**src/rtl/bayer_pattern_gen.sv**
```systemverilog
// ---------------------------------------------------------------------------
// bayer_pattern_gen
//
// Raw-pixel stream source for bring-up and simulation. Emits the same CCD
// style interface the greyscale converter consumes (X/Y, 12-bit raw data,
// data-valid, frame-valid) with programmable line and frame blanking, and a
// selectable deterministic pattern (ramp, Bayer bars, checker, constant).
//
// Ports
//   iCLK         clock, all logic on rising edge
//   iRST         synchronous active-high reset
//   iSTART       start continuous generation (only looked at while idle)
//   iSTOP        finish the current frame, then go idle
//   iMODE        pattern select, captured at each frame start
//   iCONST       constant pixel for mode 3, captured at each frame start
//   oX_Cont      column of current pixel (0 outside active video)
//   oY_Cont      line of current pixel (held through the line's blanking)
//   oDATA        raw pixel value
//   oDVAL        pixel valid
//   oFVAL        frame valid, first pixel through last pixel of frame
//   oBUSY        generator not idle
//   oFrame_Cont  completed-frame count, wraps
//
// The FSM counters describe the pixel being produced this cycle; every
// output is a register loaded from them, so the stream trails the FSM by
// exactly one cycle and no input reaches an output combinationally.
// ---------------------------------------------------------------------------
module bayer_pattern_gen #(
    parameter int H_ACTIVE = 1280,
    parameter int V_ACTIVE = 960,
    parameter int H_BLANK  = 16,
    parameter int V_BLANK  = 4
) (
    input  logic        iCLK,
    input  logic        iRST,
    input  logic        iSTART,
    input  logic        iSTOP,
    input  logic [1:0]  iMODE,
    input  logic [11:0] iCONST,
    output logic [10:0] oX_Cont,
    output logic [10:0] oY_Cont,
    output logic [11:0] oDATA,
    output logic        oDVAL,
    output logic        oFVAL,
    output logic        oBUSY,
    output logic [15:0] oFrame_Cont
);

    // Vertical blanking is a whole number of line times.
    localparam int VB_CYC  = V_BLANK * (H_ACTIVE + H_BLANK);
    localparam int CNT_MAX = (VB_CYC > H_BLANK) ? VB_CYC : H_BLANK;
    localparam int CW      = (CNT_MAX > 1) ? $clog2(CNT_MAX) : 1;

    localparam logic [CW-1:0] HB_LOAD = CW'(H_BLANK - 1);
    localparam logic [CW-1:0] VB_LOAD = CW'(VB_CYC - 1);
    localparam logic [10:0]   X_LAST  = 11'(H_ACTIVE - 1);
    localparam logic [10:0]   Y_LAST  = 11'(V_ACTIVE - 1);

    typedef enum logic [1:0] {IDLE, ACTIVE, HBLANK, VBLANK} state_t;

    typedef struct packed {
        logic [10:0] x;
        logic [10:0] y;
        logic [11:0] data;
        logic        dval;
        logic        fval;
    } pix_t;

    state_t      state;
    logic [10:0] x, y;
    logic [CW-1:0] cnt;
    logic        stop_pending;
    logic [1:0]  mode_q;
    logic [11:0] const_q;

    logic [11:0] pattern;
    pix_t        pix_d;

    always_comb begin
        pattern = 12'h000;
        case (mode_q)
            2'd0: pattern = {1'b0, x};
            2'd1: begin
                case ({y[0], x[0]})
                    2'b00:   pattern = 12'h800;  // G on R row
                    2'b01:   pattern = 12'hFFF;  // R
                    2'b10:   pattern = 12'h000;  // B
                    default: pattern = 12'h800;  // G on B row
                endcase
            end
            2'd2: pattern = (x[3] ^ y[3]) ? 12'hFFF : 12'h000;
            default: pattern = const_q;
        endcase
    end

    // Next output word from the FSM position. Y is held through the line's
    // own blanking; frame-valid drops in the blanking after the last line.
    always_comb begin
        pix_d = '0;
        case (state)
            ACTIVE: begin
                pix_d.x    = x;
                pix_d.y    = y;
                pix_d.data = pattern;
                pix_d.dval = 1'b1;
                pix_d.fval = 1'b1;
            end
            HBLANK: begin
                pix_d.y    = y;
                pix_d.fval = (y != Y_LAST);
            end
            default: ;
        endcase
    end

    always_ff @(posedge iCLK) begin
        if (iRST) begin
            state        <= IDLE;
            x            <= '0;
            y            <= '0;
            cnt          <= '0;
            stop_pending <= 1'b0;
            mode_q       <= '0;
            const_q      <= '0;
            oX_Cont      <= '0;
            oY_Cont      <= '0;
            oDATA        <= '0;
            oDVAL        <= 1'b0;
            oFVAL        <= 1'b0;
            oBUSY        <= 1'b0;
            oFrame_Cont  <= '0;
        end else begin
            oX_Cont <= pix_d.x;
            oY_Cont <= pix_d.y;
            oDATA   <= pix_d.data;
            oDVAL   <= pix_d.dval;
            oFVAL   <= pix_d.fval;
            oBUSY   <= (state != IDLE);

            // The last pixel is sitting on the outputs now; count it as done.
            if (oDVAL && oX_Cont == X_LAST && oY_Cont == Y_LAST)
                oFrame_Cont <= oFrame_Cont + 16'd1;

            stop_pending <= stop_pending | iSTOP;

            case (state)
                IDLE: begin
                    if (iSTART) begin
                        state   <= ACTIVE;
                        x       <= '0;
                        y       <= '0;
                        mode_q  <= iMODE;
                        const_q <= iCONST;
                    end
                end
                ACTIVE: begin
                    if (x == X_LAST) begin
                        state <= HBLANK;
                        cnt   <= HB_LOAD;
                    end else begin
                        x <= x + 11'd1;
                    end
                end
                HBLANK: begin
                    if (cnt == '0) begin
                        if (y == Y_LAST) begin
                            state <= VBLANK;
                            cnt   <= VB_LOAD;
                        end else begin
                            state <= ACTIVE;
                            x     <= '0;
                            y     <= y + 11'd1;
                        end
                    end else begin
                        cnt <= cnt - CW'(1);
                    end
                end
                VBLANK: begin
                    if (cnt == '0) begin
                        if (stop_pending) begin
                            state        <= IDLE;
                            stop_pending <= 1'b0;  // overrides the sticky set above
                        end else begin
                            state   <= ACTIVE;
                            x       <= '0;
                            y       <= '0;
                            mode_q  <= iMODE;
                            const_q <= iCONST;
                        end
                    end else begin
                        cnt <= cnt - CW'(1);
                    end
                end
                default: state <= IDLE;
            endcase
        end
    end

endmodule

```
**config.mk**
```make
export PLATFORM = sky130hd
export DESIGN_NAME = bayer_pattern_gen
export DESIGN_NICKNAME = d
export VERILOG_FILES = /design/src/rtl/bayer_pattern_gen.sv
export SDC_FILE = /design/constraint.sdc
export NUM_CORES = 1
export LEC_CHECK = 0
export CORE_MARGIN = 4
export CORE_UTILIZATION = 54
export DETAILED_ROUTE_END_ITERATION = 8
export PLACE_DENSITY_LB_ADDON = 0.12
export SETUP_SLACK_MARGIN = 0.02
export SLEW_MARGIN = 20
export SYNTH_ARGS = -nofsm -noshare
export SYNTH_HDL_FRONTEND = slang
export SYNTH_SLANG_ARGS = --single-unit
export TNS_END_PERCENT = 50
```
**constraint.sdc**
```tcl
create_clock -name iCLK -period 7.1 [get_ports iCLK]
set_input_delay 1.065 -clock iCLK [delete_from_list [all_inputs] [get_ports iCLK]]
set_output_delay 1.065 -clock iCLK [all_outputs]
set_load 0.01 [all_outputs]
```
==> key figures, run 1 <==
Run status
  • Status: finished clean

Placement
  • Buffers on Ports: 70
  • Placement Setup Slack: between 3000 and 4000 ps
  • DPL Wire Length: between 8000 and 9000 µm
  • GP Congestion: 0.9170

Layout
  • Synth-to-Final Area Change: 18.82%
  • Util after Layout: 0.6664
  • ANT cells: 0
  • Final nets: approximately 660
  • Most common cell after layout, fill and taps aside: dfxtp_1
  • Share of layout cells above drive strength 1: 0.05346
  • Most frequent cells in the layout: dfxtp_1, clkdlybuf4s50_1, a21oi_1, nand2_1, nor2_1

CTS
  • Root buf cell: clkbuf_8
  • Clock transition at path regs: 110 ps
  • H-tree levels: 3
  • PostCTS Resize Cnt: 0
  • CTS tree: built
  • CTS Hold Bufs: 0
  • Clock Latency Late Sink: 370 ps
  • Bufs on Longest Clock Path: 2
  • Setup Fix Bufs, Post-CTS: 0
  • CTS Buf Count: 9
  • Clock sinks: 105

STA
  • Tmin final: between 3000 and 4000 ps
  • Actual slew at the worst max-slew pin: between 1000 and 1500 ps
  • Slew headroom: 0.2672
  • Count of final hold-check violations: 0
  • Fin Setup TNS: 0 ps
  • Max frequency: around 290 MHz
  • Final worst-path cycle share: 0.4842
  • Hold slack: 457.2 ps
  • RSZ-0062 raised after global routing: no
  • Slew Viols, Final: 0
  • Worst setup margin: between 3000 and 4000 ps
  • Final Skew: between 15 and 20 ps
  • Setup violations, final: 0

Setup path
  • Kind of start point of the critical path: primary input
  • CP arrival: between 3000 and 4000 ps
  • Critical path class: primary input to flip-flop
  • CP max FO: 41
  • Kind of end point of the critical path: flip-flop
  • FF-to-FF path depth: 7
  • WP data required: between 7000 and 8000 ps

Global routing
  • GRT overflow: 0
  • Vias in the first global route: 4460
  • Total GRT Usage: 0.2299
  • Pin count of the biggest net entering global routing: 42
  • Initial antenna violation count: 0
  • First-pass GRT wire length: between 20000 and 25000 µm

Route
  • Routed via count: 4531
  • DRT antenna net count: 0
  • DR iter-0 viols: between 300 and 400
  • Total routed wirelength: 12350 µm
  • DR pass1 iterations: 5
  • Drt drc: 0
  • Via/cell ratio: between 6 and 7
  • Post-DR wirelength/cell: approximately 17 µm

Synth
  • Main synth FF type: dfxtp_1
  • EDFF count, synth: 0
  • Yosys reg bits: ~110
  • Net Count, Synth: ~600
  • Seq/Total Area, Yosys: 0.4256
  • Synth warn: 0
  • Post-Syn Area: between 4000 and 5000 µm²
  • Cell count after synthesis: a little under 600
  • Ys async rst share: 0
  • Syn Area/Cell: between 8 and 9 µm²
  • Netlist cell types: 67

Power
  • P_leak: between 2 and 2.5 nW
  • VDD IR-drop max: just over 0.2 mV
  • Cell Pwr Density: between 300 and 400 nW/µm²

Worst hold path
  • Worst hold path class: flip-flop to flip-flop
  • Hold depth: 2

Floorplanning
  • Chip Height: 103.6 µm
  • FP Rows: 34
  • Initial core utilization: 0.5608
  • I/O pin count: between 70 and 80
  • Die width: 103.6 µm
  • Placeable Area: about 9000 µm²
  • Die area: 10740 µm²

Run
  • # Max-Cap Violations: 0
-- metrics by stage --
| stage | total power, W | instances | instance area [µm²] |
|---|---|---|---|
| 6_report | 0.001924 | 744 | 5868 |
| 5_1_grt | 0.002050 | 744 | 5868 |
| 4_1_cts | 0.001925 | 744 | 5868 |
| 3_5_place_dp | 0.001533 | 728 | 5662 |
| 3_3_place_gp | 0.001500 | 728 | 5662 |
| 2_1_floorplan | 0.001348 | 578 | 4938 |
-- layer usage --
metal / share of wire / wire [µm] / GRT usage / up-vias
met5: 0 / 0 / 0 / -
met4: 0.016 / 195 / 0.07977 / 0
met3: 0.061 / 755 / 0.05037 / 28
met2: 0.48 / 5936 / 0.3883 / 185
met1: 0.44 / 5458 / 0.2907 / 2104
li1: - / - / - / 2214
-- registers in the layout, summed over array words and instances, names as in the netlist --
| name | flops |
|---|---|
| oFVAL | 1 |
| state | 2 |
| x | 11 |
| oFrame_Cont | 16 |
| y | 11 |
| oDATA | 12 |
| oX_Cont | 11 |
| const_q | 12 |
| oBUSY | 1 |
| stop_pending | 1 |
| cnt | 13 |
| mode_q | 2 |
| oDVAL | 1 |
| oY_Cont | 11 |
-- worst max-delay path, stage by stage --
cell,delay (ps)
clkdlybuf4s50_1,400
buf_4,270
inv_1,410
buf_4,440
nand2_1,400
inv_1,210
nand4_1,230
o31ai_1,270
-- kinds of logic after synthesis --
kind of cell / share of synthesized area
compound gates: 0.1766
mux: 0.03471
fa+ha+maj: 0.02534
simple gates: 0.2802
buf+inv: 0.03800
xor+xnor: 0.01951
flops: 0.4256
-- final timing paths --
check | from | to | slack [ps]
setup / recovery | iRST | x[8]$_SDFFE_PP0P_ | 3660
hold / removal | const_q[2]$_SDFFE_PP0P_ | const_q[2]$_SDFFE_PP0P_ | 460
setup reg to reg | state[1]$_SDFFE_PP0P_ | state[1]$_SDFFE_PP0P_ | 4230
hold reg to reg | const_q[2]$_SDFFE_PP0P_ | const_q[2]$_SDFFE_PP0P_ | 460
-- cells in the mapped netlist (3+ instances only) --
master	instances	share of area
inv_1	16	0.012
o21ai_0	19	0.019
nand2_1	54	0.041
xor2_1	7	0.012
dfxtp_1	105	0.43
or3_1	19	0.024
o31ai_1	8	0.012
o22ai_1	3	0.0038
or2_2	5	0.0063
a211oi_1	5	0.0076
a311oi_1	3	0.0053
and3_1	23	0.029
nand4b_1	5	0.0089
nand3_1	17	0.017
nor3_1	12	0.012
nor2b_1	4	0.0051
and4_1	4	0.0071
ha_1	10	0.025
o2bb2ai_1	3	0.0053
or4_1	8	0.012
nand2b_1	23	0.029
and2_1	3	0.0038
clkbuf_1	24	0.018
nor2_1	46	0.035
xnor2_1	4	0.0071
mux2i_1	16	0.032
a21oi_1	61	0.062
nand4_1	17	0.022
buf_2	3	0.0030
a31oi_1	5	0.0063
-- cell type report --
cell class,instances,area [µm²]
Clock buffer,9,123.9
Clock inverter,7,82.58
Fill cell,761,2938
Inverter,16,60.06
Multi-Input combinational cell,427,2649
Sequential cell,105,2102
Tap cell,108,135.1
Timing Repair Buffer,72,715.7
-- power by group --
| group | internal (W) | total (W) | switching, W | leakage [nW] |
|---|---|---|---|---|
| sequential | 0.000670 | 0.000767 | 0.0000969 | 0.851 |
| combinational | 0.000285 | 0.000770 | 0.000485 | 1.17 |
| clock | 0.000170 | 0.000387 | 0.000216 | 0.106 |
| total | 0.00113 | 0.00192 | 0.000798 | 2.12 |
No activity file was read; power rests on OpenSTA's default activity.
==> run 2, diff against run 1 <==
==> constraint.sdc (replaced) <==
create_clock -name iCLK -period 3.41 [get_ports iCLK]
set_input_delay 0.5115 -clock iCLK [delete_from_list [all_inputs] [get_ports iCLK]]
set_output_delay 0.5115 -clock iCLK [all_outputs]
set_load 0.01 [all_outputs]
==> key figures, run 2 (synthesis results as in run 1) <==
Power
  • Sw frac: 0.4046 (-0.01045)
  • VDD IR-drop max: 0.3580 mV (+76%)
  • Total Power: 0.003981 W (+110%)
  • P_leak: 2.136 nW (+0.64%)
  • Cell Pwr Density: 675.2 nW/µm² (+110%)
  • Clock Power Share: 0.201 (about the same)
  • Combinational share of power: 0.405 (+0.005)
  • Int Pwr: 0.002371 W (+110%)
  • Part of the power in registers: 0.394 (-0.005)
  • Switching pwr: 0.001611 W (+100%)

STA
  • Max frequency: roughly 350 MHz
  • Slew headroom: 0.3196 (+0.05236)
  • Tmin final: between 2000 and 3000 ps
  • Count of final hold-check violations: 0 (unchanged)
  • Actual slew at the worst max-slew pin: 1010 ps (-77.73 ps)
  • Setup violations, final: 0 (unchanged)
  • Fin Setup TNS: 0 ps (unchanged)
  • RSZ-0062 raised after global routing: no
  • Hold slack: 457.8 ps (+0.6290 ps)
  • Final worst-path cycle share: 0.8298
  • Final Skew: 14.54 ps (-4.032 ps)
  • Slew Viols, Final: 0 (unchanged)

Floorplanning
  • I/O pin count: 71 (unchanged)
  • Die area: 10740 µm² (unchanged)
  • Chip Height: 103.6 µm (unchanged)
  • FP Rows: 34 (unchanged)
  • Die width: 103.6 µm (unchanged)
  • Initial core utilization: 0.5608 (unchanged)
  • Placeable Area: 8806 µm² (unchanged)

Layout
  • Share of layout cells above drive strength 1: 0.05790 (+0.004444)
  • Final nets: 662 (+0.46%)
  • Max FFs per register: 16 (unchanged)
  • Most common cell after layout, fill and taps aside: dfxtp_1
  • ANT cells: 0 (unchanged)
  • Register with the most flip-flops: oFrame_Cont
  • Most frequent cells in the layout: dfxtp_1, clkdlybuf4s50_1, a21oi_1, nand2_1, nor2_1
  • Synth-to-Final Area Change: 19.41%
  • Design area: 5897 µm² (+0.49%)
  • Largest registers: oFrame_Cont (16), cnt (13)

CTS
  • Clock transition at path regs: 110 ps (about the same)
  • CTS Buf Count: 9 (unchanged)
  • Setup Fix Bufs, Post-CTS: 0 (unchanged)
  • CTS Hold Bufs: 0 (unchanged)
  • Clock Latency Late Sink: 360 ps (about the same)
  • Clock sinks: 105 (unchanged)
  • Bufs on Longest Clock Path: 2 (unchanged)
  • H-tree levels: 3 (unchanged)
  • CTS tree: built
  • Root buf cell: clkbuf_8
  • PostCTS Resize Cnt: 0 (unchanged)

Route
  • Routed wl met2: 5475 µm (-7.8%)
  • Via/cell ratio: 6.063 (-0.45%)
  • Post-DR wirelength/cell: 15.81 µm (-4.7%)
  • Total routed wirelength: 11810 µm (-4.3%)
  • Wire length on met1: 5494 µm (+0.66%)
  • Top routing layer in use: met4
  • DR iter-0 viols: 422 (+39%)
  • DR pass1 iterations: 5 (unchanged)
  • DRT antenna net count: 0 (unchanged)
  • Routed via count: 4529 (-0.044%)
  • Metal3 WL: 702 µm (-7.0%)
  • Drt drc: 0 (unchanged)

Global routing
  • GRT overflow: 0 (unchanged)
  • Initial antenna violation count: 0 (unchanged)
  • First-pass GRT wire length: 20090 µm (-4.3%)
  • Pin count of the biggest net entering global routing: 58 (+38%)
  • Vias in the first global route: 4225 (-5.3%)
  • Total GRT Usage: 0.2197 (-0.01018)

Setup path
  • Kind of end point of the critical path: flip-flop
  • Critical path class: flip-flop to flip-flop
  • WP data required: 3670 ps (-3710 ps)
  • CP arrival: 3090 ps (-630 ps)
  • CP max FO: 24 (-41%)
  • Crit path cell chain: inv_1, ha_1, nand4b_1, or3_1, a221oi_1, a21oi_1, a311oi_1
  • Slowest CP cell: ha_1
  • Kind of start point of the critical path: flip-flop
  • Crit-path max cell delay: 680 ps (+240 ps)

Placement
  • Buffers on Ports: 70 (unchanged)
  • GP Congestion: 0.9336 (+1.8%)
  • Post-DP Area: 5684 µm² (+0.40%)
  • DPL Wire Length: 8273 µm (-3.7%)

Worst hold path
  • Worst hold path class: flip-flop to flip-flop

Run status
  • Status: finished clean

Run
  • # Max-Cap Violations: 0 (unchanged)
[run 2: cell count changes in the layout (fill, tap and decap cells not counted)]
cell	previous run	this run
buf_4	2	5
inv_6	5	1
clkinvlp_4	0	1
clkbuf_8	9	10
clkinv_4	1	2
inv_8	0	1
[run 2: routing by layer]
layer,global-route usage,vias up
met3,0.03856,14
met2,0.3509,176
met5,0,-
met4,0.07692,0
li1,-,2208
met1,0.3003,2131
[run 2: cell type report]
type,count,area (µm²)
fillers,750,2909
clock inverters,6,75.07
flip-flops and latches,105,2102
well taps,108,135.1
clock buffers,10,137.6
multi-input cells,427,2649
repair buffers,75,738.2
inverters,16,60.06
[run 2: through the flow]
stage	worst slack (ps)	util	std cells
floorplan	1062	-	578
global placement	803.6	0.6455	731
detailed placement	639.6	0.6455	731
CTS	618.3	0.6697	747
global route	389.0	0.6697	747
finish	580.3	0.6697	747
[run 2: power groups by stage]
stage	logic, W	clock network [W]	registers (W)
floorplan	0.00125	0	0.00155
global placement	0.00156	0	0.00158
detailed placement	0.00159	0	0.00159
CTS	0.00159	0.000821	0.00156
global route	0.00179	0.000871	0.00160
finish	0.00161	0.000801	0.00157
[run 2: path summary, 6_finish.rpt]
kind / start / end / slack [ps] / cells past startpoint
max: state[1]$_SDFFE_PP0P_ / state[1]$_SDFFE_PP0P_ / 580 / 7
min: const_q[6]$_SDFFE_PP0P_ / const_q[6]$_SDFFE_PP0P_ / 460 / 2
max reg2reg: state[1]$_SDFFE_PP0P_ / state[1]$_SDFFE_PP0P_ / 580 / 7
min reg2reg: const_q[6]$_SDFFE_PP0P_ / const_q[6]$_SDFFE_PP0P_ / 460 / 2
[run 2: critical path: cells and delay by family (launching register included)]
| family | cells | cell delay [ps] |
|---|---|---|
| and+or+nand+nor | 2 | 670 |
| buffers and inverters | 1 | 120 |
| AOI/OAI and AO/OA | 3 | 900 |
| DFF | 1 | 370 |
| adders and majority gates | 1 | 680 |
==> run 3, diff against run 2 <==
--- a/config.mk
+++ b/config.mk
@@ -6,7 +6,7 @@
 export NUM_CORES = 1
 export LEC_CHECK = 0
 export CORE_MARGIN = 4
-export CORE_UTILIZATION = 54
+export CORE_UTILIZATION = 49
 export DETAILED_ROUTE_END_ITERATION = 8
 export PLACE_DENSITY_LB_ADDON = 0.12
 export SETUP_SLACK_MARGIN = 0.02
==> constraint.sdc (replaced) <==
create_clock -name iCLK -period 2.35 [get_ports iCLK]
set_input_delay 0.3525 -clock iCLK [delete_from_list [all_inputs] [get_ports iCLK]]
set_output_delay 0.3525 -clock iCLK [all_outputs]
set_load 0.01 [all_outputs]
==> key figures, run 3 (synthesis results as in run 1) <==
Layout
  • Max FFs per register: 16 (unchanged)
  • Multi-input gate area: 2736 µm² (+3.3%)
  • Register with the most flip-flops: oFrame_Cont
  • Design area: 6355 µm² (+7.8%)
  • Fill count: 866 (+15%)
  • ANT cells: 0 (unchanged)
  • Sequential Area: 2105 µm² (+0.12%)
  • Synth-to-Final Area Change: 28.68%
  • Finished Layout Cells: 815 (+9.1%)
  • Most frequent cells in the layout: dfxtp_1, clkdlybuf4s50_1, a21oi_1, nand2_1, buf_4
  • Share of layout cells above drive strength 1: 0.1378 (+0.07993)
  • Largest registers: oFrame_Cont (16), cnt (13)
  • Final nets: 705 (+6.5%)
  • Most common cell after layout, fill and taps aside: dfxtp_1

STA
  • Slew Viols, Final: 0 (unchanged)
  • Final worst-path cycle share: 1.003 (+0.1732)
  • Tmin final: 2357 ps (-472.6 ps)
  • Count of final hold-check violations: 0 (unchanged)
  • Setup violations, final: 3 (+3)
  • RSZ-0062 raised after global routing: yes
  • Worst setup margin: -7.103 ps (-587.4 ps)
  • Fin Setup TNS: -15.34 ps (-15.34 ps)
  • Slew headroom: 0.5392 (+0.2196)
  • Final Skew: 11.16 ps (-3.385 ps)
  • Actual slew at the worst max-slew pin: 689.8 ps (-320.2 ps)
  • Max frequency: 424.3 MHz (+20%)

Power
  • Cell Pwr Density: 1031 nW/µm² (+53%)
  • Switching pwr: 0.002581 W (+60%)
  • P_leak: 2.381 nW (+11%)
  • VDD IR-drop max: 0.6246 mV (+74%)
  • Clock Power Share: 0.186 (-0.015)
  • Total Power: 0.006550 W (+65%)
  • Combinational share of power: 0.466 (+0.061)
  • Part of the power in registers: 0.348 (-0.046)
  • Int Pwr: 0.003968 W (+67%)
  • Sw frac: 0.3941 (-0.01048)

CTS
  • CTS tree: built
  • Clock transition at path regs: 90 ps (-20 ps)
  • Bufs on Longest Clock Path: 2 (unchanged)
  • CTS Buf Count: 9 (unchanged)
  • Clock Latency Late Sink: 370 ps (about the same)
  • Clock sinks: 105 (unchanged)
  • H-tree levels: 3 (unchanged)
  • Root buf cell: clkbuf_8

Floorplanning
  • Initial core utilization: 0.5052 (-0.05556)
  • I/O pin count: 71 (unchanged)
  • Die width: 108.4 µm (+4.6%)
  • FP Rows: 36 (+5.9%)
  • Die area: 11750 µm² (+9.4%)
  • Chip Height: 108.4 µm (+4.6%)
  • Placeable Area: 9774 µm² (+11%)

Setup path
  • CP arrival: 2670 ps (-420 ps)
  • CP max FO: 6 (-75%)
  • FF-to-FF path depth: 7 (unchanged)
  • Kind of start point of the critical path: flip-flop
  • R2R Setup Slk: -7 ps (-590 ps)
  • Kind of end point of the critical path: flip-flop
  • Critical path class: flip-flop to flip-flop
  • Worst flop-to-flop path endpoint: cnt[11]$_SDFFE_PP0P_
  • Worst flop-to-flop path startpoint: state[1]$_SDFFE_PP0P_
  • WP data required: 2660 ps (-1010 ps)

Route
  • Total routed wirelength: 12840 µm (+8.7%)
  • DRT antenna net count: 0 (unchanged)
  • Routed via count: 4626 (+2.1%)
  • Drt drc: 0 (unchanged)
  • Via/cell ratio: 5.676 (-6.4%)
  • Post-DR wirelength/cell: 15.76 µm (-0.37%)
  • DR pass1 iterations: 5 (unchanged)
  • DR iter-0 viols: 368 (-13%)

Run status
  • Failing checks: negative setup slack
  • Status: finished, violations left

Global routing
  • GRT overflow: 0 (unchanged)
  • First-pass GRT wire length: 21330 µm (+6.2%)
  • Pin count of the biggest net entering global routing: 41 (-29%)
  • Initial antenna violation count: 0 (unchanged)
  • Total GRT Usage: 0.2244 (+0.004697)
  • Vias in the first global route: 4479 (+6.0%)

Placement
  • Inst Count DP: 796 (+8.9%)
  • Buffers on Ports: 70 (unchanged)
  • DPL Wire Length: 9284 µm (+12%)
  • GP Congestion: 0.9259 (-0.82%)
  • Post-DP Area: 6031 µm² (+6.1%)

Worst hold path
  • Worst hold path class: flip-flop to flip-flop
  • Hold Path End: const_q[7]$_SDFFE_PP0P_
  • Hold depth: 2 (unchanged)
  • Hold Crit Start: const_q[7]$_SDFFE_PP0P_

Run
  • # Max-Cap Violations: 0 (unchanged)
[run 3: cell count changes in the layout (fill, tap and decap cells not counted), moves of 2 or more]
cell,change
buf_4,+42
a21oi_1,-3
a21oi_2,+3
clkbuf_1,+3
or4_1,-3
or4_4,+3
clkinv_4,-2
dfxtp_1,-2
dfxtp_2,+2
inv_1,-2
or3_1,-2
or3_4,+2
[run 3: how the worst max path moves through the flow]
stage	cells after the start	startpoint	end
finish	7	state[1]$_SDFFE_PP0P_	cnt[11]$_SDFFE_PP0P_
floorplan	8	state[0]$_SDFFE_PP0P_	cnt[7]$_SDFFE_PP0P_
global route	7	state[0]$_SDFFE_PP0P_	cnt[11]$_SDFFE_PP0P_
CTS	7	state[0]$_SDFFE_PP0P_	cnt[6]$_SDFFE_PP0P_
detailed placement	7	state[0]$_SDFFE_PP0P_	cnt[6]$_SDFFE_PP0P_
global placement	7	state[0]$_SDFFE_PP0P_	cnt[9]$_SDFFE_PP0P_
[run 3: worst max-delay path, cell delays in order, from the launching register on]
cell and delay (ps):
dfxtp_2 340, inv_2 60, ha_4 150, or3b_1 360
o32a_1 430, or4_4 510, or3_4 340, a21oi_2 110
[run 3: metal layers]
layer | GRT usage | part of all wire
met1 | 0.2910 | 0.45
met2 | 0.3810 | 0.48
met3 | 0.03403 | 0.046
met4 | 0.07755 | 0.017
met5 | 0 | 0
[run 3: through the flow]
step	hold slack (ps)	utilization	setup slack, ps
floorplan	429.6	-	43.15
global placement	441.8	0.6170	79.74
detailed placement	448.3	0.6170	24.89
CTS	461.8	0.6395	19.32
global route	480.2	0.6502	-93.79
finish	459.0	0.6502	-7.103
[run 3: cell type report]
class,instances,share of cell area
Clock inverter,4,0.01201
Clock buffer,12,0.02126
Tap cell,133,0.02619
Timing Repair Buffer,118,0.1689
Sequential cell,105,0.3312
Inverter,16,0.009844
Multi-Input combinational cell,427,0.4306
[run 3: repair_timing]
action / 4_1_cts / 5_1_grt
hold buffers: 0 / 0
gates cloned: 0 / 0
setup endpoints to repair: 3 / 18
resized for setup: 1 / 20
setup buffers: 0 / 3
pin swaps: 0 / 6
[run 3: power by group through the flow]
stage	clock network, W	registers, W	logic [W]
final	0.00122	0.00228	0.00305
after global routing	0.00130	0.00232	0.00332
after CTS	0.00123	0.00226	0.00280
after detailed placement	0	0.00229	0.00275
after global placement	0	0.00228	0.00271
after floorplan	0	0.00225	0.00182
